[config.mk]
export PLATFORM = sky130hd
export DESIGN_NAME = bus_master_burst
export DESIGN_NICKNAME = d
export VERILOG_FILES = /design/src/rtl/bus_master_burst.sv
export SDC_FILE = /design/constraint.sdc
export NUM_CORES = 1
export LEC_CHECK = 0
export BUFFER_PORTS_ARGS = -buffer_cell sky130_fd_sc_hd__buf_4
export CAP_MARGIN = 40
export CELL_PAD_IN_SITES_DETAIL_PLACEMENT = 1
export CELL_PAD_IN_SITES_GLOBAL_PLACEMENT = 2
export CORE_UTILIZATION = 29
export DETAILED_ROUTE_END_ITERATION = 6
export PLACE_DENSITY = 0.69
export SLEW_MARGIN = 20
export SYNTH_ARGS = -nofsm -noshare
export SYNTH_HDL_FRONTEND = slang
export SYNTH_SLANG_ARGS = --single-unit
[constraint.sdc]
create_clock -name clk -period 2.35 [get_ports clk]
set_clock_uncertainty 0.05 [all_clocks]
set_input_delay 0.235 -clock clk [delete_from_list [all_inputs] [get_ports clk]]
set_output_delay 0.235 -clock clk [all_outputs]
set_load 0.02 [all_outputs]
[src/rtl/bus_master_burst.sv]
// bus_master_burst: queues user burst commands and plays them out on the shared
// system bus using breq/bgrant arbitration and a valid/ready beat handshake.
//
//  state | meaning
//  ------+-----------------------------------------------------------------
//  IDLE  | no burst active; pops the next queued command when one exists
//  REQ   | bus requested, waiting for bgrant (also re-entered on grant loss)
//  XFER  | granted; issuing beats, write data flow-controlled by U_wvalid
//  DONE  | one-cycle gap after a burst (completed or aborted), breq low
module bus_master_burst #(
  parameter int ADDR_W    = 16,
  parameter int DATA_W    = 8,
  parameter int MAX_BURST = 8,
  parameter int CMD_DEPTH = 4,
  parameter int TIMEOUT   = 15,
  localparam int LEN_W    = $clog2(MAX_BURST)
) (
  input  logic              clk,
  input  logic              rst,
  output logic              breq,
  input  logic              bgrant,
  output logic              mode,
  output logic [ADDR_W-1:0] addr,
  output logic [DATA_W-1:0] wdata,
  input  logic [DATA_W-1:0] rdata,
  output logic              valid,
  input  logic              ready,
  input  logic              cmd_valid,
  output logic              cmd_ready,
  input  logic [ADDR_W-1:0] cmd_addr,
  input  logic              cmd_mode,
  input  logic [LEN_W-1:0]  cmd_len,
  input  logic [DATA_W-1:0] U_wdata,
  input  logic              U_wvalid,
  output logic              U_wready,
  output logic [DATA_W-1:0] U_rdata,
  output logic              U_rvalid,
  output logic              done,
  output logic              err,
  output logic [1:0]        state_show
);

  localparam int PTR_W = (CMD_DEPTH > 1) ? $clog2(CMD_DEPTH) : 1;
  localparam int CNT_W = PTR_W + 1;
  localparam int TMO_W = (TIMEOUT > 1) ? $clog2(TIMEOUT) : 1;
  localparam int ENT_W = ADDR_W + 1 + LEN_W;

  localparam logic [CNT_W-1:0]  FIFO_CAP = CNT_W'(CMD_DEPTH);
  localparam logic [CNT_W-1:0]  CNT_ONE  = CNT_W'(1);
  localparam logic [PTR_W-1:0]  PTR_ONE  = PTR_W'(1);
  localparam logic [TMO_W-1:0]  TMO_LOAD = TMO_W'(TIMEOUT - 1);
  localparam logic [TMO_W-1:0]  TMO_ONE  = TMO_W'(1);
  localparam logic [LEN_W:0]    BEAT_ONE = (LEN_W + 1)'(1);
  localparam logic [ADDR_W-1:0] ADDR_ONE = ADDR_W'(1);

  localparam logic [1:0] S_IDLE = 2'b00;
  localparam logic [1:0] S_REQ  = 2'b01;
  localparam logic [1:0] S_XFER = 2'b10;
  localparam logic [1:0] S_DONE = 2'b11;

  logic [1:0] state;

  // command FIFO storage and bookkeeping
  logic [ENT_W-1:0]  fifo_mem [CMD_DEPTH];
  logic [PTR_W-1:0]  wr_ptr;
  logic [PTR_W-1:0]  rd_ptr;
  logic [CNT_W-1:0]  fifo_cnt;
  logic              fifo_full;
  logic              fifo_empty;
  logic              push;
  logic              pop;
  logic [ADDR_W-1:0] head_addr;
  logic              head_mode;
  logic [LEN_W-1:0]  head_len;

  // burst progress
  logic [LEN_W:0]    beats_left;
  logic [TMO_W-1:0]  tmo_left;
  logic              wheld;
  logic              beat;
  logic              last_beat;
  logic              wr_acc;

  assign fifo_full  = (fifo_cnt == FIFO_CAP);
  assign fifo_empty = (fifo_cnt == '0);
  assign cmd_ready  = !fifo_full;
  assign push       = cmd_valid && cmd_ready;
  assign pop        = (state == S_IDLE) && !fifo_empty;
  assign {head_addr, head_mode, head_len} = fifo_mem[rd_ptr];

  assign beat      = valid && ready && bgrant;
  assign last_beat = (beats_left == BEAT_ONE);

  // New write data is taken when no beat is pending, or when the pending beat
  // completes this cycle and at least one more beat remains after it.
  assign U_wready = (state == S_XFER) && mode &&
                    (valid ? (beat && (beats_left > BEAT_ONE)) : (beats_left != '0));
  assign wr_acc   = U_wvalid && U_wready;

  assign state_show = state;

  // FIFO storage write; contents need no reset because the count gates reads
  always_ff @(posedge clk) begin
    if (push) begin
      fifo_mem[wr_ptr] <= {cmd_addr, cmd_mode, cmd_len};
    end
  end

  // FIFO pointers and occupancy; push and pop may coincide
  always_ff @(posedge clk) begin
    if (rst) begin
      wr_ptr   <= '0;
      rd_ptr   <= '0;
      fifo_cnt <= '0;
    end else begin
      if (push) wr_ptr <= wr_ptr + PTR_ONE;
      if (pop)  rd_ptr <= rd_ptr + PTR_ONE;
      case ({push, pop})
        2'b10:   fifo_cnt <= fifo_cnt + CNT_ONE;
        2'b01:   fifo_cnt <= fifo_cnt - CNT_ONE;
        default: fifo_cnt <= fifo_cnt;
      endcase
    end
  end

  // burst sequencer: arbitration, beat issue, timeout and completion pulses
  always_ff @(posedge clk) begin
    if (rst) begin
      state      <= S_IDLE;
      breq       <= 1'b0;
      mode       <= 1'b0;
      addr       <= '0;
      wdata      <= '0;
      valid      <= 1'b0;
      U_rdata    <= '0;
      U_rvalid   <= 1'b0;
      done       <= 1'b0;
      err        <= 1'b0;
      beats_left <= '0;
      tmo_left   <= '0;
      wheld      <= 1'b0;
    end else begin
      done     <= 1'b0;
      err      <= 1'b0;
      U_rvalid <= 1'b0;

      case (state)
        S_IDLE: begin
          if (!fifo_empty) begin
            addr       <= head_addr;
            mode       <= head_mode;
            beats_left <= {1'b0, head_len} + BEAT_ONE;
            breq       <= 1'b1;
            wheld      <= 1'b0;
            state      <= S_REQ;
          end
        end

        S_REQ: begin
          if (bgrant) begin
            // reads issue immediately; writes only if data survived a grant loss
            valid    <= !mode || wheld;
            wheld    <= 1'b0;
            tmo_left <= TMO_LOAD;
            state    <= S_XFER;
          end
        end

        S_XFER: begin
          if (!bgrant) begin
            // grant lost: drop valid but keep any latched write data for reissue
            valid    <= 1'b0;
            wheld    <= valid || wr_acc;
            tmo_left <= TMO_LOAD;
            if (wr_acc) wdata <= U_wdata;
            state    <= S_REQ;
          end else if (beat) begin
            addr       <= addr + ADDR_ONE;
            beats_left <= beats_left - BEAT_ONE;
            tmo_left   <= TMO_LOAD;
            if (!mode) begin
              U_rdata  <= rdata;
              U_rvalid <= 1'b1;
            end
            if (last_beat) begin
              valid <= 1'b0;
              breq  <= 1'b0;
              done  <= 1'b1;
              state <= S_DONE;
            end else if (mode) begin
              if (wr_acc) begin
                wdata <= U_wdata;
                valid <= 1'b1;
              end else begin
                valid <= 1'b0;
              end
            end
          end else if (valid) begin
            // slave not ready; terminal count aborts the rest of the burst
            if (tmo_left == '0) begin
              valid <= 1'b0;
              breq  <= 1'b0;
              err   <= 1'b1;
              state <= S_DONE;
            end else begin
              tmo_left <= tmo_left - TMO_ONE;
            end
          end else if (wr_acc) begin
            wdata <= U_wdata;
            valid <= 1'b1;
          end
        end

        default: begin
          state <= S_IDLE;
        end
      endcase
    end
  end

endmodule

==> results_dict.tcl, run 1 <==
set metrics [dict create \
    status "finished, final reports clean" \
    min_path_type "in -> reg" \
    drv_slew 0 \
    drtIter0Drc 225 \
    path_clk_slew_ps 60 \
    crit_path_end_kind "flop" \
    insertion_delay_ps 420 \
    dpl.hpwl_um 11600 \
    globalRouteTotalUtil 0.162 \
    path_buf_inv 2 \
    worst_pin_slew_ps 749 \
    min_from "rdata[4]" \
    clockBufferDepth 2 \
    ys_ff_latch 138 \
    synthCells 477 \
    stdcell_area_um2 8010 \
    area_delta_synth_final_pct 33.6 \
    die_x_um 146 \
    synth_top_cell_by_area "edfxtp_1" \
    setup_viol_count_final 0 \
    drt-total-wl_um 16400 \
    grt_overflow 0 \
    hold_path_depth 3 \
    insertedDiodeCount 0 \
    coreArea_um2 20200 \
    async_flop_share 0 \
    start_util 0.296 \
    crit_slowest_cell "or3b_4" \
    ys_types 66 \
    cpMostUsedCell "inv_1" \
    synth_area_leaders "edfxtp_1 (40%), dfxtp_1 (19%), mux4_2 (7.5%)" \
    grt_pass1_wl_um 26300 \
    leakage_nw 2.96 \
    power.density_nw_per_um2 1120 \
    vias 4485 \
    r2r_end "fifo_cnt[2]$_SDFFE_PP0P_" \
    timing.fmax_mhz 433 \
    worstPathMaxFanout 3 \
    die_h_um 146 \
    timing.rr.start "fifo_cnt[0]$_SDFFE_PP0P_" \
    cp-start-kind "flop" \
    synth_ff_type "edfxtp_1" \
    fin_crit_sh 0.982 \
    cts_num_sinks 138 \
    avgSynthCellArea_um2 12.6 \
    dr.pass1.iters 5 \
    gp_congestion 0.809 \
    max-vdd-ir-drop_mv 0.620 \
    ios 84 \
    netlist.area_leader.share 0.401 \
    drive_above_1_share 0.310 \
    grt_pass1_vias 4902 \
    ant_nets 0 \
    post-route-min-period_ps 2310 \
    max_stage_delay_ps 410 \
    avgRoutedWirePerCell_um 18.3 \
    drv_cap 0 \
    required_ps 2640 \
    cts_tree "yes" \
    post_cts_buffers 0 \
    hold_viol_final 0 \
    critPathArrivalTime_ps 2600 \
    synth_edf_count 80 \
    via_per_inst 5.01 \
    reg2reg_slack_ps 40 \
    rsz0062_at_grt "yes" \
    ys_seq_area_frac 0.595 \
    finalSetupTns_ps 0 \
    post-route-util 0.396 \
    place_area_um2 7060 \
    cts_max_level 4 \
    cts_buffers 17 \
    drc 0 \
    path_cells "or3b_4 -> and2_4 -> inv_1 -> ha_2 -> inv_1 -> fa_2 -> xor2_1 -> or3_1 -> a21oi_2" \
    yosysWarnings 0 \
    row_count 52 \
    synth_nets 531 \
    port_buffers 83 \
    critPathTopFamily "simple AND/OR/NAND/NOR gates" \
    antenna_found_initial 0 \
    whs_endpoint "U_rdata[4]$_SDFFE_PP0P_" \
    r2r_cells 9 \
    die_area_um2 21200 \
    path_class "reg -> reg" \
    grt_max_degree 45 \
    slew_headroom 0.501 \
    num-nets-final 667 \
    syn_area_um2 5990 \
    ctsRootBufferMaster "clkbuf_16" \
]
## power by group
group	internal (W)	switching, W
Clock	0.00168	0.00107
Sequential	0.00295	0.000359
Combinational	0.00131	0.00161
Total	0.00594	0.00304
## placed cells by master (no fill, tap or decap), drive strengths merged, types with 3 or more instances in the layout
master	n
a211oi	3
a21oi	37
a22oi	4
a31o	9
a31oi	5
a32o	3
and2	4
and3	7
and4	4
buf	112
bufinv	3
clkbuf	19
clkinv	7
dfxtp	58
dlygate4sd3	33
edfxtp	80
ha	11
inv	17
mux4	20
nand2	43
nand3	11
nand3b	4
nand4	6
nor2	24
nor3	12
nor3b	3
nor4	5
o211ai	4
o21ai	20
o221ai	3
o31ai	3
o32ai	3
or3	7
or3b	3
xnor2	3
xor2	4
## through the flow
step	worst slack, ps	cells	total power [W]	hold WS [ps]
finish	42.7	896	0.00897	25.6
global placement	74.5	827	0.00610	385
detailed placement	-30.8	831	0.00623	392
CTS	7.96	896	0.00907	3.46
global route	-52.6	896	0.00945	22.9
floorplan	3.90	477	0.00512	262
## registers in the layout, indices dropped and copies added (netlist names), named ones only
name,flops
beats_left,4
wheld,1
fifo_mem,80
U_rdata,8
fifo_cnt,3
state_show,2
err,1
valid,1
done,1
tmo_left,4
wdata,8
wr_ptr,2
breq,1
rd_ptr,2
mode,1
addr,16
U_rvalid,1
## area by class of cell
cell class	count	area, um2
flip-flops and latches	138	3560
fillers	2167	12200
repair buffers	145	1200
inverters	16	60.1
multi-input cells	295	2240
clock buffers	19	433
well taps	270	338
clock inverters	13	170
## tightest hold or removal path, stage by stage
cell     delay, ps
buf_4          110
nand2_1         50
a21oi_1         50
## routing by layer
metal	global-route usage	vias to the layer above	wire, um
met3	0.0320	26	481
met4	0.0632	0	288
li1	-	2103	-
met2	0.282	94	8330
met5	0	-	0
met1	0.196	2262	7270
## logic make-up after synthesis
logic type                 synth area share
muxes                                0.0785
adders and majority gates            0.0263
AOI/OAI and AO/OA                     0.130
DFF                                   0.595
xor gates and xnor gates             0.0102
and+or+nand+nor                       0.126
buffers and inverters                0.0349
## repair_timing
| item | 4_1_cts | 5_1_grt |
|---|---|---|
| gates resized for setup | 4 | 3 |
| setup endpoints to repair | 2 | 2 |
| hold buffers | 33 | 0 |
| pin swaps | 1 | 0 |
| hold endpoints to repair | 93 | 0 |
## Yosys cell counts (4+ instances only)
cell type	count
a31oi_1	5
ha_1	11
o21ai_0	20
mux4_2	20
and4_1	4
xor2_1	4
buf_2	11
and3_1	7
inv_1	15
nor3_1	11
a31o_2	9
buf_4	4
nor2_1	24
nand4_1	6
nor4_1	5
clkbuf_1	8
nand2_1	43
edfxtp_1	80
dfxtp_1	58
or3_1	6
nand3_1	11
a21oi_1	37
## how the worst max path moves through the flow
| stage | depth (start not counted) | slack [ps] | to | start |
|---|---|---|---|---|
| 2_1_floorplan | 10 | 4 | fifo_cnt[2]$_SDFFE_PP0P_ | state_show[0]$_SDFFE_PP0P_ |
| 3_3_place_gp | 9 | 70 | fifo_cnt[2]$_SDFFE_PP0P_ | fifo_cnt[0]$_SDFFE_PP0P_ |
| 3_5_place_dp | 9 | -30 | fifo_cnt[2]$_SDFFE_PP0P_ | fifo_cnt[0]$_SDFFE_PP0P_ |
| 4_1_cts | 9 | 8 | fifo_cnt[2]$_SDFFE_PP0P_ | fifo_cnt[0]$_SDFFE_PP0P_ |
| 5_1_grt | 9 | -50 | fifo_cnt[2]$_SDFFE_PP0P_ | fifo_cnt[0]$_SDFFE_PP0P_ |
| 6_report | 9 | 40 | fifo_cnt[2]$_SDFFE_PP0P_ | fifo_cnt[0]$_SDFFE_PP0P_ |
(Power assumes the default switching activity.)
==> inputs of run 2 (changes only) <==
--- a/config.mk
+++ b/config.mk
@@ -11,7 +11,7 @@
 export CELL_PAD_IN_SITES_GLOBAL_PLACEMENT = 2
 export CORE_UTILIZATION = 29
 export DETAILED_ROUTE_END_ITERATION = 6
-export PLACE_DENSITY = 0.69
+export PLACE_DENSITY = 0.64
 export SLEW_MARGIN = 20
 export SYNTH_ARGS = -nofsm -noshare
 export SYNTH_HDL_FRONTEND = slang
==> run 2 against run 1 <==
  * Die area unchanged
  * Worst setup slack improved by 20 ps
  * Total power is 0.15% lower
  * Global-route usage fell by 0.42 points
  * Hold slack got worse by 7.2 ps
  * Non-clock buffer count increased by 3
  * Final cell count is 0.33% higher
  * Sequential share of layout area down 0.099 points
  * Critical endpoint unchanged
  * Wire length down 2.5%
==> results_dict.tcl, run 2 (synthesis results as in run 1) <==
set metrics [dict create \
    drv_cap 0 \
    final_common_cell "buf_4" \
    max_stage_delay_ps 410 \
    cp-start-kind "flop" \
    hold_viol_final 0 \
    die_h_um 146 \
    gp_congestion 0.790 \
    grt_pass1_wl_um 25700 \
    path_clk_slew_ps 60 \
    grt_overflow 0 \
    coreArea_um2 20200 \
    drc 0 \
    slew_headroom 0.531 \
    cts_tree "yes" \
    drt-total-wl_um 16000 \
    top_regs "fifo_mem x80, addr x16" \
    largest_register_ffs 80 \
    drtIter0Drc 198 \
    place.detailed.instances 834 \
    path_buf_inv 2 \
    insertedDiodeCount 0 \
    ant_nets 0 \
    timing.fmax_mhz 437 \
    via_per_inst 4.94 \
    status "finished, final reports clean" \
    cts_num_sinks 138 \
    cts_max_level 4 \
    post-route-util 0.397 \
    crit_path_end_kind "flop" \
    power.density_nw_per_um2 1120 \
    drv_slew 0 \
    holdWs_ps 18.4 \
    min_path_type "in -> reg" \
    ctsRootBufferMaster "clkbuf_16" \
    path_class "reg -> reg" \
    final_cell_mix "buf_4 (113), edfxtp_1 (80), dfxtp_1 (55)" \
    setup_viol_count_final 0 \
    n_fill_cell 2155 \
    grt_max_degree 32 \
    use_met1 0.197 \
    setup_slack_ps 62.7 \
    dr.pass1.iters 4 \
    worstPathMaxFanout 2 \
    met2_usage 0.266 \
    num-nets-final 670 \
    post-route-min-period_ps 2290 \
    leakage_nw 2.97 \
    path_cells "or3b_4 -> and2_4 -> inv_4 -> ha_4 -> inv_2 -> fa_2 -> xor2_2 -> or3_1 -> a21oi_2" \
    finalSetupTns_ps 0 \
    fin_crit_sh 0.973 \
    final_cells 899 \
    dpl.hpwl_um 11400 \
    ios 84 \
    port_buffers 83 \
    cts_buffers 17 \
    clockBufferDepth 2 \
    critPathTopFamily "simple AND/OR/NAND/NOR gates" \
    antenna_found_initial 0 \
    required_ps 2650 \
    globalRouteTotalUtil 0.157 \
    crit_slowest_cell "or3b_4" \
    avgRoutedWirePerCell_um 17.8 \
    met3_usage 0.0376 \
    insertion_delay_ps 420 \
    drive_above_1_share 0.326 \
    worst_pin_slew_ps 704 \
    dp_slack_ps -28.0 \
    max-vdd-ir-drop_mv 0.555 \
    row_count 52 \
    die_area_um2 21200 \
    critPathArrivalTime_ps 2590 \
    start_util 0.296 \
    die_x_um 146 \
    vias 4438 \
    busiest_layer "met2" \
    grt_pass1_vias 4759 \
    area_delta_synth_final_pct 34.1 \
    top_register "fifo_mem" \
]
-- run 2: cell types whose count changed in the layout (fill, tap and decap cells not counted), sizes merged --
cell / before / now
bufinv: 3 / 2
clkinvlp: 2 / 1
inv: 17 / 21
dlygate4sd3: 33 / 31
clkinv: 7 / 6
buf: 112 / 117
clkbuf: 19 / 18
-- run 2: layout make-up --
| type | count | area, um2 | share of cell area |
|---|---|---|---|
| repair buffers | 148 | 1220 | 0.152 |
| clock inverters | 14 | 159 | 0.0198 |
| inverters | 16 | 62.6 | 0.00779 |
| multi-input cells | 295 | 2260 | 0.281 |
| flip-flops and latches | 138 | 3570 | 0.444 |
| clock buffers | 18 | 429 | 0.0534 |
| well taps | 270 | 338 | 0.0421 |
-- run 2: power breakdown --
group | leakage, nW | internal (W) | switching (W)
logic | 1.48 | 0.00138 | 0.00161
clock network | 0.288 | 0.00159 | 0.00109
registers | 1.21 | 0.00295 | 0.000341
total | 2.97 | 0.00592 | 0.00304
-- run 2: per-layer routing --
layer,vias to the layer above,part of all wire
met2,84,0.51
met3,15,0.035
met4,0,0.011
met1,2225,0.44
li1,2114,-
met5,-,0
-- run 2: path summary, 6_finish.rpt --
kind | start | endpoint | slack [ps] | cells past startpoint
worst min register to register | beats_left[1]$_SDFFE_PP0P_ | beats_left[1]$_SDFFE_PP0P_ | 430 | 2
worst max-delay path | fifo_cnt[1]$_SDFFE_PP0P_ | fifo_cnt[2]$_SDFFE_PP0P_ | 60 | 9
worst min-delay path | rdata[2] | U_rdata[2]$_SDFFE_PP0P_ | 20 | 3
worst max register to register | fifo_cnt[1]$_SDFFE_PP0P_ | fifo_cnt[2]$_SDFFE_PP0P_ | 60 | 9
-- run 2: timing repair --
action,in CTS,in global routing
buffers inserted,0,2
resized for setup,4,10
hold buffers,31,0
pin swaps,0,7
endpoints found under the hold margin,91,0
endpoints found under the setup margin,2,2
-- run 2: worst register-to-register path, cell delays in order, from the launching register on --
cell,delay [ps]
dfxtp_2,320
or3b_4,410
and2_4,160
inv_4,60
ha_4,120
inv_2,40
fa_2,370
xor2_2,180
or3_1,390
a21oi_2,120
-- run 2: metrics by stage --
stage                     cell area (um2)  power (W)
after floorplan                      6000    0.00512
after global placement               7020    0.00614
after detailed placement             7080    0.00625
after CTS                            7990    0.00901
after global routing                 8030    0.00949
final                                8030    0.00896
